[config.mk]
export PLATFORM = sky130hd
export DESIGN_NAME = note_arbiter_flat
export DESIGN_NICKNAME = d
export VERILOG_FILES = /design/src/rtl/note_arbiter_if.sv /design/src/rtl/note_arbiter.sv /design/src/flat_wrapper.sv
export SDC_FILE = /design/constraint.sdc
export NUM_CORES = 1
export LEC_CHECK = 0
export CORE_ASPECT_RATIO = 0.8
export CORE_MARGIN = 5
export CORE_UTILIZATION = 60
export CTS_BUF_LIST = sky130_fd_sc_hd__clkbuf_2
export CTS_CLUSTER_SIZE = 10
export DETAILED_ROUTE_END_ITERATION = 7
export PLACE_DENSITY = 0.83
export SLEW_MARGIN = 20
export SYNTH_ARGS = -nofsm -noshare
export SYNTH_HDL_FRONTEND = slang
export SYNTH_SLANG_ARGS = --single-unit
export TNS_END_PERCENT = 5
[constraint.sdc]
create_clock -name Clock -period 5.1 [get_ports Clock]
set_input_delay 1.53 -clock Clock [delete_from_list [all_inputs] [get_ports Clock]]
set_output_delay 1.53 -clock Clock [all_outputs]
set_load 0.005 [all_outputs]
[src/rtl/note_arbiter_if.sv]
// Note arbiter key/handshake bundle: key levels and NoteReady flow in, the granted note and status flow out.
interface note_arbiter_if #(
    parameter int NUM_KEYS = 8,
    parameter int CODE_W   = 3
);
    logic [NUM_KEYS-1:0] KeyIn;
    logic                NoteReady;
    logic                NoteValid;
    logic [CODE_W-1:0]   NoteCode;
    logic [NUM_KEYS-1:0] Pending;
    logic                Overrun;

    modport master (
        output KeyIn, NoteReady,
        input  NoteValid, NoteCode, Pending, Overrun
    );

    modport slave (
        input  KeyIn, NoteReady,
        output NoteValid, NoteCode, Pending, Overrun
    );
endinterface

[src/rtl/note_arbiter.sv]
// Round-robin key press arbiter: press-to-NoteValid is 2 cycles from IDLE, with GAP_CYCLES idle cycles after each grant.
// Backpressure: NoteValid/NoteCode hold until NoteReady is sampled high; presses keep accumulating in Pending meanwhile.
module note_arbiter #(
    parameter int NUM_KEYS   = 8,
    parameter int GAP_CYCLES = 4,
    parameter int CODE_W     = 3
) (
    input logic           Clock,
    input logic           Reset,
    note_arbiter_if.slave bus
);
    typedef enum logic [1:0] {IDLE, OFFER, GAP} state_t;

    localparam logic [7:0] GAP_LOAD = (GAP_CYCLES == 0) ? 8'd0 : 8'(GAP_CYCLES - 1);

    state_t              state;
    logic [NUM_KEYS-1:0] key_prev;
    logic [NUM_KEYS-1:0] pending;
    logic [NUM_KEYS-1:0] press;
    logic [NUM_KEYS-1:0] clear;
    logic [NUM_KEYS-1:0] pending_next;
    logic                overrun;
    logic                note_vld;
    logic                handshake;
    logic [CODE_W-1:0]   note_code;
    logic [CODE_W-1:0]   last_grant;
    logic [CODE_W-1:0]   next_code;
    logic [CODE_W-1:0]   idx;
    logic [7:0]          gap_cnt;

    assign press        = bus.KeyIn & ~key_prev;
    assign handshake    = (state == OFFER) & bus.NoteReady;
    assign clear        = handshake ? (NUM_KEYS'(1) << note_code) : '0;
    // A press landing on the clearing handshake re-arms the bit (set wins).
    assign pending_next = (pending & ~clear) | press;

    // Descending scan so the smallest offset after last_grant wins.
    always_comb begin
        next_code = '0;
        idx       = '0;
        for (int off = NUM_KEYS; off >= 1; off--) begin
            idx = CODE_W'((int'(last_grant) + off) % NUM_KEYS);
            if (pending[idx]) begin
                next_code = idx;
            end
        end
    end

    always_ff @(posedge Clock) begin
        if (Reset) begin
            state      <= IDLE;
            key_prev   <= bus.KeyIn;
            pending    <= '0;
            overrun    <= 1'b0;
            note_vld   <= 1'b0;
            note_code  <= '0;
            last_grant <= CODE_W'(NUM_KEYS - 1);
            gap_cnt    <= '0;
        end else begin
            key_prev <= bus.KeyIn;
            pending  <= pending_next;
            overrun  <= |(press & pending & ~clear);
            case (state)
                IDLE: begin
                    if (|pending) begin
                        note_code <= next_code;
                        note_vld  <= 1'b1;
                        state     <= OFFER;
                    end
                end
                OFFER: begin
                    if (bus.NoteReady) begin
                        last_grant <= note_code;
                        note_vld   <= 1'b0;
                        if (GAP_CYCLES == 0) begin
                            state <= IDLE;
                        end else begin
                            state   <= GAP;
                            gap_cnt <= GAP_LOAD;
                        end
                    end
                end
                GAP: begin
                    if (gap_cnt == 8'd0) begin
                        state <= IDLE;
                    end else begin
                        gap_cnt <= gap_cnt - 8'd1;
                    end
                end
                default: state <= IDLE;
            endcase
        end
    end

    assign bus.NoteValid = note_vld;
    assign bus.NoteCode  = note_code;
    assign bus.Pending   = pending;
    assign bus.Overrun   = overrun;
endmodule
[src/flat_wrapper.sv]
// flat-port wrapper written by rule: the top's interface ports become plain ports
module note_arbiter_flat 
#(
    parameter int NUM_KEYS   = 8,
    parameter int GAP_CYCLES = 4,
    parameter int CODE_W     = 3
)
  (Clock, Reset, bus_KeyIn, bus_NoteReady, bus_NoteValid, bus_NoteCode, bus_Pending, bus_Overrun);
  note_arbiter_if #(.NUM_KEYS(NUM_KEYS), .CODE_W(CODE_W)) bus_i ();
  input logic Clock;
  input logic Reset;
  input wire logic [$bits(bus_i.KeyIn)-1:0] bus_KeyIn;
  input wire logic [$bits(bus_i.NoteReady)-1:0] bus_NoteReady;
  output wire logic [$bits(bus_i.NoteValid)-1:0] bus_NoteValid;
  output wire logic [$bits(bus_i.NoteCode)-1:0] bus_NoteCode;
  output wire logic [$bits(bus_i.Pending)-1:0] bus_Pending;
  output wire logic [$bits(bus_i.Overrun)-1:0] bus_Overrun;
  assign bus_i.KeyIn = bus_KeyIn;
  assign bus_i.NoteReady = bus_NoteReady;
  assign bus_NoteValid = bus_i.NoteValid;
  assign bus_NoteCode = bus_i.NoteCode;
  assign bus_Pending = bus_i.Pending;
  assign bus_Overrun = bus_i.Overrun;
  note_arbiter #(.NUM_KEYS(NUM_KEYS), .GAP_CYCLES(GAP_CYCLES), .CODE_W(CODE_W)) u_core (.Clock(Clock), .Reset(Reset), .bus(bus_i));
endmodule
* Word-level counts from Yosys, hierarchy flattened
Cells that the tools add are included.
** Storage, ports and cells
- Bits in registers :: 34
- Input port bits :: 11
- Output and inout port bits :: 13
- Word-level logic and storage cells :: 86
** Operators by class
- Add/sub/neg operators :: 9
- Magnitude comparators :: 8
- Eq/ne operators :: 6
- Shift-type cells :: 1
- Muxes and demuxes :: 35
- Bitwise logic cells :: 8
- Reduce and logical (&&, ||, !) cells :: 11
** Operators with widths (count)
- bitwise AND 8 bit :: 4
- less-than comparator 3 x 4 -> 1 bit, second input constant :: 8
- binary-select mux 1 bit (select 3 bit) :: 8
- two-way mux 3 bit :: 8
- two-way mux 8 bit :: 3
- NOT 8 bit :: 2
- case mux 8 bit (2 select lines) :: 1
- OR reduction 8 bit :: 2
- adder 3 bit, second input constant :: 4
- two-way mux 1 bit :: 10
- AND reduction 3 bit :: 3
- logical NOT 8 bit :: 1
- OR 8 bit :: 1
- left shift 1 x 3 -> 8 bit, first input constant :: 1
- subtractor 8 x 1 -> 8 bit, second input constant :: 1
- adder 3 x 1 -> 3 bit, second input constant :: 2
- adder 3 x 2 -> 3 bit, second input constant :: 2
- two-way mux 2 bit :: 3
- case mux 2 bit (3 select lines) :: 1
- inequality test 2 x 1 -> 1 bit, second input constant :: 2
- inequality test 2 bit, second input constant :: 2
- AND reduction 2 bit :: 2
- nonzero test 2 bit :: 2
- equality test 2 x 1 -> 1 bit, second input constant :: 1
- other kinds (4) :: 4

* Depth between registers and ports, before layout
Gate-level depths: netlist of the first run.
- Word-level depth :: 11
- Gate-level depth with buffers :: 10
- Depth with buffers taken out :: 8

* Worst setup path before layout of the first run
No wires, ideal clock.
- Path kind :: input to register
- Start :: input bus_NoteReady
- End :: register u_core.overrun, in the netlist u_core.bus.Overrun
- Setup time :: 0.128 ns
- Data arrival time :: 2.554 ns
- Required time :: 4.972 ns
- Slack :: 2.418 ns
- Stages :: 6
- Path buffers :: 0
- Path through :: nand3b_1 or2_2 o31ai_1 o22ai_1 nor4_1 nor2_1
** On the way
- Longest elaborated chain between the ends :: 5
** RTL lines
- from (decl) :: RTL line flat_wrapper.sv:13 : input wire logic [$bits(bus_i.NoteReady)-1:0] bus_NoteReady;
- bitwise AND 1 bit :: RTL line note_arbiter.sv:32 : assign handshake = (state == OFFER) & bus.NoteReady;
- two-way mux 8 bit :: RTL line note_arbiter.sv:33 : assign clear = handshake ? (NUM_KEYS'(1) << note_code) : '0;
- NOT 8 bit :: RTL line note_arbiter.sv:62 : overrun <= |(press & pending & ~clear);
- bitwise AND 8 bit :: RTL line note_arbiter.sv:62
- OR reduction 8 bit :: RTL line note_arbiter.sv:62
- to (signal assigned) :: RTL line note_arbiter.sv:62
- to (decl) :: RTL line note_arbiter.sv:22 : logic overrun;
Every way passes these cells.
A chain may end at the register's enable or synchronous reset.

* Final worst setup path of the first run
- Start :: register u_core.last_grant[1]
- End :: register u_core.note_code[0], in the netlist u_core.bus.NoteCode[0]
** On the way
- Longest elaborated chain between the ends :: 11
- Elaborated cells on any way between the ends :: 32
- Those cells by class :: 8 x add/sub; 24 x mux
** RTL lines
- from (decl) :: RTL line note_arbiter.sv:26 : logic [CODE_W-1:0] last_grant;
- from (signal assigned) :: RTL line note_arbiter.sv:57 : last_grant <= CODE_W'(NUM_KEYS - 1);
- from (signal assigned) :: RTL line note_arbiter.sv:73 : last_grant <= note_code;
- adder 3 x 1 -> 3 bit :: RTL line note_arbiter.sv:42 : idx = CODE_W'((int'(last_grant) + off) % NUM_KEYS);
- binary-select mux 1 bit (select 3 bit) :: RTL line note_arbiter.sv:43 : if (pending[idx]) begin
- two-way mux 1 bit (not written as such) :: RTL line note_arbiter.sv:43
- two-way mux 3 bit (7 in series) :: RTL line note_arbiter.sv:43
- two-way mux 3 bit * :: RTL line note_arbiter.sv:43
- to (signal assigned) :: RTL line note_arbiter.sv:66 : note_code <= next_code;
- to (decl) :: RTL line note_arbiter.sv:25 : logic [CODE_W-1:0] note_code;
Mark *: on every way between the ends. The rest lies on a longest branch, timed or not. The select of a mux whose other input is x is not followed.

==> results.sh, run 1 <==
export IMPL_synthMuxAreaShare_pct=17.2
export IMPL_peakVddDrop_v=0.000213
export IMPL_maxSlewViolCount=0
export IMPL_critPathMaxFanout=18
export IMPL_synth_flop_cell="dfxtp_1"
export IMPL_syn_nets=260
export IMPL_groute_usage_overall_pct=20.9
export IMPL_routed_wl_mm=4.96
export IMPL_synth_distinct_cells=55
export IMPL_crit_chain="inv_1, ha_1, mux2_2, mux4_2, nor3b_1, a31oi_1, and4_4, a221oi_2"
export IMPL_root_buffer="clkbuf_2"
export IMPL_syn_inst=245
export IMPL_gp_congestion=0.872
export IMPL_n_antenna_cell=0
export IMPL_synth_area_leaders="dfxtp_1 (31%), mux4_2 (6.1%), nor2_1 (4.3%), nand2b_1 (3.7%), mux4_1 (3.6%)"
export IMPL_timing_hold_ws_ps=518
export IMPL_overflow=0
export IMPL_p_leak_nw=0.958
export IMPL_ant_nets=0
export IMPL_antenna_found_initial=0
export IMPL_tightest_slew_ps=758
export IMPL_fp_dieH_um=64.1
export IMPL_max_stage_delay_ps=840
export IMPL_post_cts_buffers=0
export IMPL_critPathKind="flop to flop"
export IMPL_firstDrtPassIters=4
export IMPL_clock_sinks=34
export IMPL_worstPathRequired_ps=5390
export IMPL_dieArea_um2=4980
export IMPL_cp_end_kind="flop"
export IMPL_yosysMostFrequentCell="dfxtp_1"
export IMPL_start_kind="flop"
export IMPL_grt_pass1_wl_mm=8.62
export IMPL_synth_fa_ha_area_share_pct=2.28
export IMPL_insertion_delay_ps=370
export IMPL_synth_top_family_by_area="simple AND/OR/NAND/NOR gates"
export IMPL_yosysWarnings=0
export IMPL_synthXorXnorAreaFrac_pct=3.59
export IMPL_layout_min_cycle_time_ps=3430
export IMPL_grt_pass1_vias=1844
export IMPL_die_width_um=77.7
export IMPL_drt_iter0_markers=115
export IMPL_numPortBuffers=23
export IMPL_worstPathArrival_ps=3720
export IMPL_slew_headroom_pct=49.4
export IMPL_path_buf_inv=1
export IMPL_area_growth_pct=12.4
export IMPL_num_io_pins=24
export IMPL_status="complete, no violations"
export IMPL_hold_viol=0
export IMPL_synth_seq_cells=34
export IMPL_hp_class="flop to flop"
export IMPL_synth_avg_cell_area_um2=8.97
export IMPL_cts_tree="yes"
export IMPL_clock_skew_final_ps=18.6
export IMPL_via_per_inst=6.31
export IMPL_numCtsBuffers=5
export IMPL_rsz0062_at_grt="no"
export IMPL_async_reset_ff_share_pct=0
export IMPL_initial_utilization_pct=63.3
export IMPL_vias=1942
export IMPL_yosys_area_top_type="dfxtp_1"
export IMPL_dp_hpwl_mm=3.61
export IMPL_synth_area_um2=2200
export IMPL_nNetsFinal=280
export IMPL_yosys_area_share_simple_pct=23.6
export IMPL_htree_levels=2
export IMPL_cts_resized=0
export IMPL_cts_clk_slew_worst_paths_ps=170
export IMPL_core_um2=3470
export IMPL_rows=19
export IMPL_cp_top_family="multiplexers"
export IMPL_drive_above_1_share_pct=11.7
export IMPL_drc=0
export IMPL_critPathSlowestCell="dfxtp_1"
export IMPL_setup_viol=0
export IMPL_synth_top_cell_area_share_pct=31.0
export IMPL_synth_compound_area_share_pct=18.2
export IMPL_synth_edf_count=0
export IMPL_min_period_over_period_pct=67.2
export IMPL_cts_buffer_depth=2
export IMPL_routedWlPerCell_um=16.1
export IMPL_grt_start_max_net_pins=23
export IMPL_ctsHoldBuffers=0
export IMPL_maxCapViolations=0
export IMPL_clock_fmax_mhz=292
export IMPL_p_per_area_nw_per_um2=313
export IMPL_synth_commonest_cells="dfxtp_1 (34), nor2_1 (25), nand2_1 (16), a21oi_1 (15), nand2b_1 (13)"
export IMPL_tns_ps=0
export IMPL_ys_seq_area_share_pct=31.0
[registers in the layout, summed over array words and instances, names as in the netlist]
register,flops
u_core.bus.NoteValid,1
u_core.bus.Overrun,1
u_core.key_prev,8
u_core.state,2
u_core.last_grant,3
u_core.bus.Pending,8
u_core.gap_cnt,8
u_core.bus.NoteCode,3
[worst min-delay path, delay by kind of cell (launching register included)]
kind | cells | cell delay (ps)
flops | 1 | 360
compound gates | 1 | 60
simple gates | 1 | 70
[where the power goes]
group          switching, mW  internal (mW)
registers             0.0459          0.296
clock network         0.0911         0.0313
logic                  0.154          0.156
total                  0.291          0.483
[area by class of cell]
| class | count | area, µm² |
|---|---|---|
| Multi-Input combinational cell | 191 | 1430 |
| Fill cell | 275 | 1000 |
| Sequential cell | 34 | 681 |
| Timing Repair Buffer | 24 | 238 |
| Tap cell | 42 | 52.6 |
| Inverter | 9 | 33.8 |
| Clock buffer | 5 | 25.0 |
| Clock inverter | 3 | 16.3 |
[metrics by stage]
stage	std cells	power [mW]	setup WS, ps	util (%)	instance area, µm²
final	308	0.774	1670	71.2	2470
after global routing	308	0.831	1440	71.2	2470
after CTS	308	0.774	1720	71.2	2470
after detailed placement	300	0.652	1490	70.0	2430
after global placement	300	0.648	1540	70.0	2430
after floorplan	245	0.567	2420	-	2200
[final timing paths]
kind,start,to,slack [ps],cells after the start
setup / recovery,u_core.last_grant[1]$_SDFFE_PP1P_,u_core.bus.NoteCode[0]$_SDFFE_PP0P_,1670,8
setup reg to reg,u_core.last_grant[1]$_SDFFE_PP1P_,u_core.bus.NoteCode[0]$_SDFFE_PP0P_,1670,8
hold / removal,u_core.bus.NoteValid$_SDFFE_PP0P_,u_core.bus.NoteValid$_SDFFE_PP0P_,520,2
hold reg to reg,u_core.bus.NoteValid$_SDFFE_PP0P_,u_core.bus.NoteValid$_SDFFE_PP0P_,520,2
[routing by layer]
metal / vias up / share of wire (%) / track usage [%]
li1: 952 / - / -
met1: 916 / 49 / 29.8
met2: 69 / 43 / 31.5
met3: 5 / 7.0 / 5.34
met4: 0 / 0.71 / 5.58
met5: - / 0 / 0
[logic make-up (layout without fill, tap and decap cells)]
logic type,count (synthesis),count (layout)
DFF,34,34
xor gates and xnor gates,9,9
and+or+nand+nor,97,97
adders and majority gates,4,4
muxes,24,24
buffers and inverters,20,41
AOI/OAI and AO/OA,57,57
[layout by cell type, fill, tap and decap left out, types with 7 or more instances in the layout]
master / count
mux2_2: 7
mux2i_1: 7
a21oi_1: 15
o21ai_0: 10
nand3_1: 9
nand2b_1: 13
nand2_1: 16
nor2_1: 25
inv_1: 9
dfxtp_1: 34
clkdlybuf4s50_1: 23
Note: power is estimated with default switching activity, not from simulation.
==> run 2: changes to the inputs <==
--- a/config.mk
+++ b/config.mk
@@ -7,11 +7,11 @@
 export LEC_CHECK = 0
 export CORE_ASPECT_RATIO = 0.8
 export CORE_MARGIN = 5
-export CORE_UTILIZATION = 60
+export CORE_UTILIZATION = 53
 export CTS_BUF_LIST = sky130_fd_sc_hd__clkbuf_2
 export CTS_CLUSTER_SIZE = 10
 export DETAILED_ROUTE_END_ITERATION = 7
-export PLACE_DENSITY = 0.83
+export PLACE_DENSITY = 0.78
 export SLEW_MARGIN = 20
 export SYNTH_ARGS = -nofsm -noshare
 export SYNTH_HDL_FRONTEND = slang
==> constraint.sdc (replaced) <==
create_clock -name Clock -period 2.9 [get_ports Clock]
set_input_delay 0.87 -clock Clock [delete_from_list [all_inputs] [get_ports Clock]]
set_output_delay 0.87 -clock Clock [all_outputs]
set_load 0.005 [all_outputs]
==> run 2 against run 1 <==
Effect of this change: die area rose by 11%; worst hold slack got worse by 12 ps; count of clock-buffer cells in the layout grew 1; highest routed layer unchanged; global-route usage fell by 0.91 points; first-iteration DRC count grew 29%; clock skew down 1.6 ps; non-clock buffer count is 6 higher; worst setup slack got worse by 1500 ps; via count is 3.3% higher; register-to-register slack worse by 1500 ps; total power rose by 80%.
==> results.sh, run 2 (same netlist as run 1, synthesis figures left out) <==
export IMPL_dieArea_um2=5540
export IMPL_routed_wl_mm=5.35
export IMPL_reg2reg_slack_ps=190
export IMPL_worstPathArrival_ps=3000
export IMPL_overflow=0
export IMPL_tightest_slew_ps=472
export IMPL_grt_start_max_net_pins=20
export IMPL_numCtsBuffers=5
export IMPL_antenna_found_initial=0
export IMPL_fp_dieH_um=67.6
export IMPL_vias=2007
export IMPL_reg2reg_from="u_core.last_grant[1]$_SDFFE_PP1P_"
export IMPL_dp_hpwl_mm=3.83
export IMPL_start_kind="flop"
export IMPL_htree_levels=2
export IMPL_via_per_inst=6.10
export IMPL_nNetsFinal=286
export IMPL_cts_resized=0
export IMPL_post_place_cells=321
export IMPL_worst_slack_ps=185
export IMPL_fillers=363
export IMPL_pre_cts_slack_ps=209
export IMPL_critPathKind="flop to flop"
export IMPL_area_growth_pct=15.2
export IMPL_initial_utilization_pct=53.6
export IMPL_drt_iter0_markers=148
export IMPL_rr_worst_depth=8
export IMPL_root_buffer="clkbuf_2"
export IMPL_ff_latch_area_um2=681
export IMPL_setup_viol=0
export IMPL_n_antenna_cell=0
export IMPL_layout_commonest_cell="dfxtp_1"
export IMPL_core_um2=4100
export IMPL_cts_buffer_depth=2
export IMPL_p_leak_nw=0.990
export IMPL_post_cts_buffers=0
export IMPL_critPathMaxFanout=12
export IMPL_firstDrtPassIters=5
export IMPL_worstPathRequired_ps=3190
export IMPL_ant_nets=0
export IMPL_maxCapViolations=0
export IMPL_rows=21
export IMPL_grt_pass1_vias=1743
export IMPL_cts_tree="yes"
export IMPL_groute_usage_overall_pct=20.0
export IMPL_clock_sinks=34
export IMPL_peakVddDrop_v=0.000281
export IMPL_hold_viol=0
export IMPL_slew_headroom_pct=67.7
export IMPL_cts_clk_slew_worst_paths_ps=170
export IMPL_tns_ps=0
export IMPL_r2r_end="u_core.bus.NoteCode[0]$_SDFFE_PP0P_"
export IMPL_num_io_pins=24
export IMPL_multi_input_area_um2=1430
export IMPL_hp_class="flop to flop"
export IMPL_cp_startpoint="u_core.last_grant[1]$_SDFFE_PP1P_"
export IMPL_endpoint="u_core.bus.NoteCode[0]$_SDFFE_PP0P_"
export IMPL_min_period_over_period_pct=93.6
export IMPL_numPortBuffers=23
export IMPL_insertion_delay_ps=370
export IMPL_rsz0062_at_grt="no"
export IMPL_cp_end_kind="flop"
export IMPL_stdcell_count=329
export IMPL_clock_fmax_mhz=368
export IMPL_die_width_um=82.0
export IMPL_clock_skew_final_ps=17.0
export IMPL_layout_min_cycle_time_ps=2710
export IMPL_maxSlewViolCount=0
export IMPL_drive_above_1_share_pct=13.6
export IMPL_gp_congestion=0.879
export IMPL_ctsHoldBuffers=0
export IMPL_status="complete, no violations"
export IMPL_final_cell_mix="dfxtp_1 (34), nor2_1 (25), clkdlybuf4s50_1 (23), nand2_1 (16), a21oi_1 (15)"
export IMPL_drc=0
export IMPL_grt_pass1_wl_mm=8.54
export IMPL_p_per_area_nw_per_um2=550
export IMPL_routedWlPerCell_um=16.3
-- run 2: cell types whose count changed in the layout (fill, tap and decap cells not counted), sizes merged --
cell / before / now
buf: 1 / 7
clkbuf: 5 / 6
clkinvlp: 1 / 0
-- run 2: per-layer routing --
metal  part of all wire (%)  routed length [µm]  GRT usage [%]  vias up
met5                      0                   0              0        -
met4                   0.58                  31           2.90        0
met1                     48                2550           30.9      942
li1                       -                   -              -      968
met3                    8.4                 447           5.47        7
met2                     43                2330           27.9       90
-- run 2: worst min path at each step --
stage                                      startpoint                                 to  slack [ps]  cells after the start
CTS                 u_core.bus.NoteValid$_SDFFE_PP0P_  u_core.bus.NoteValid$_SDFFE_PP0P_         520                      2
global route               u_core.key_prev[3]$_DFF_P_   u_core.bus.Pending[3]$_SDFF_PP0_         560                      2
finish              u_core.bus.NoteValid$_SDFFE_PP0P_  u_core.bus.NoteValid$_SDFFE_PP0P_         510                      2
detailed placement  u_core.bus.NoteValid$_SDFFE_PP0P_  u_core.bus.NoteValid$_SDFFE_PP0P_         480                      2
floorplan                u_core.state[1]$_SDFFE_PP0P_       u_core.state[0]$_SDFFE_PP0P_         480                      1
global placement    u_core.bus.NoteValid$_SDFFE_PP0P_  u_core.bus.NoteValid$_SDFFE_PP0P_         480                      2
-- run 2: area by class of cell --
type,count,share of cell area (%)
sequential,34,26.9
inverter,9,1.33
tap,57,2.82
clock inverter,2,0.346
clock buffer,6,1.19
timing repair buffer,30,11.2
multi-input combinational,191,56.3
-- run 2: power by group --
part	switching (mW)	total, mW	leakage, nW	internal, mW
registers	0.0704	0.591	0.282	0.520
logic	0.293	0.579	0.677	0.286
clock network	0.163	0.223	0.0304	0.0594
total	0.527	1.39	0.990	0.865
-- run 2: stage by stage --
| stage | cell area [µm²] | total power, mW | util (%) | hold WS (ps) |
|---|---|---|---|---|
| after global routing | 2530 | 1.48 | 61.8 | 562 |
| after global placement | 2490 | 1.16 | 60.8 | 477 |
| final | 2530 | 1.39 | 61.8 | 506 |
| after detailed placement | 2490 | 1.17 | 60.8 | 480 |
| after floorplan | 2200 | 0.997 | - | 476 |
| after CTS | 2530 | 1.39 | 61.8 | 516 |
-- run 2: worst max-delay path, stage by stage (launching register included) --
cell      delay, ps
dfxtp_1         360
inv_1            80
ha_1            580
mux2_2          390
mux4_2          490
nor3b_1         210
a31oi_1          90
and4_4          210
a221oi_2        250
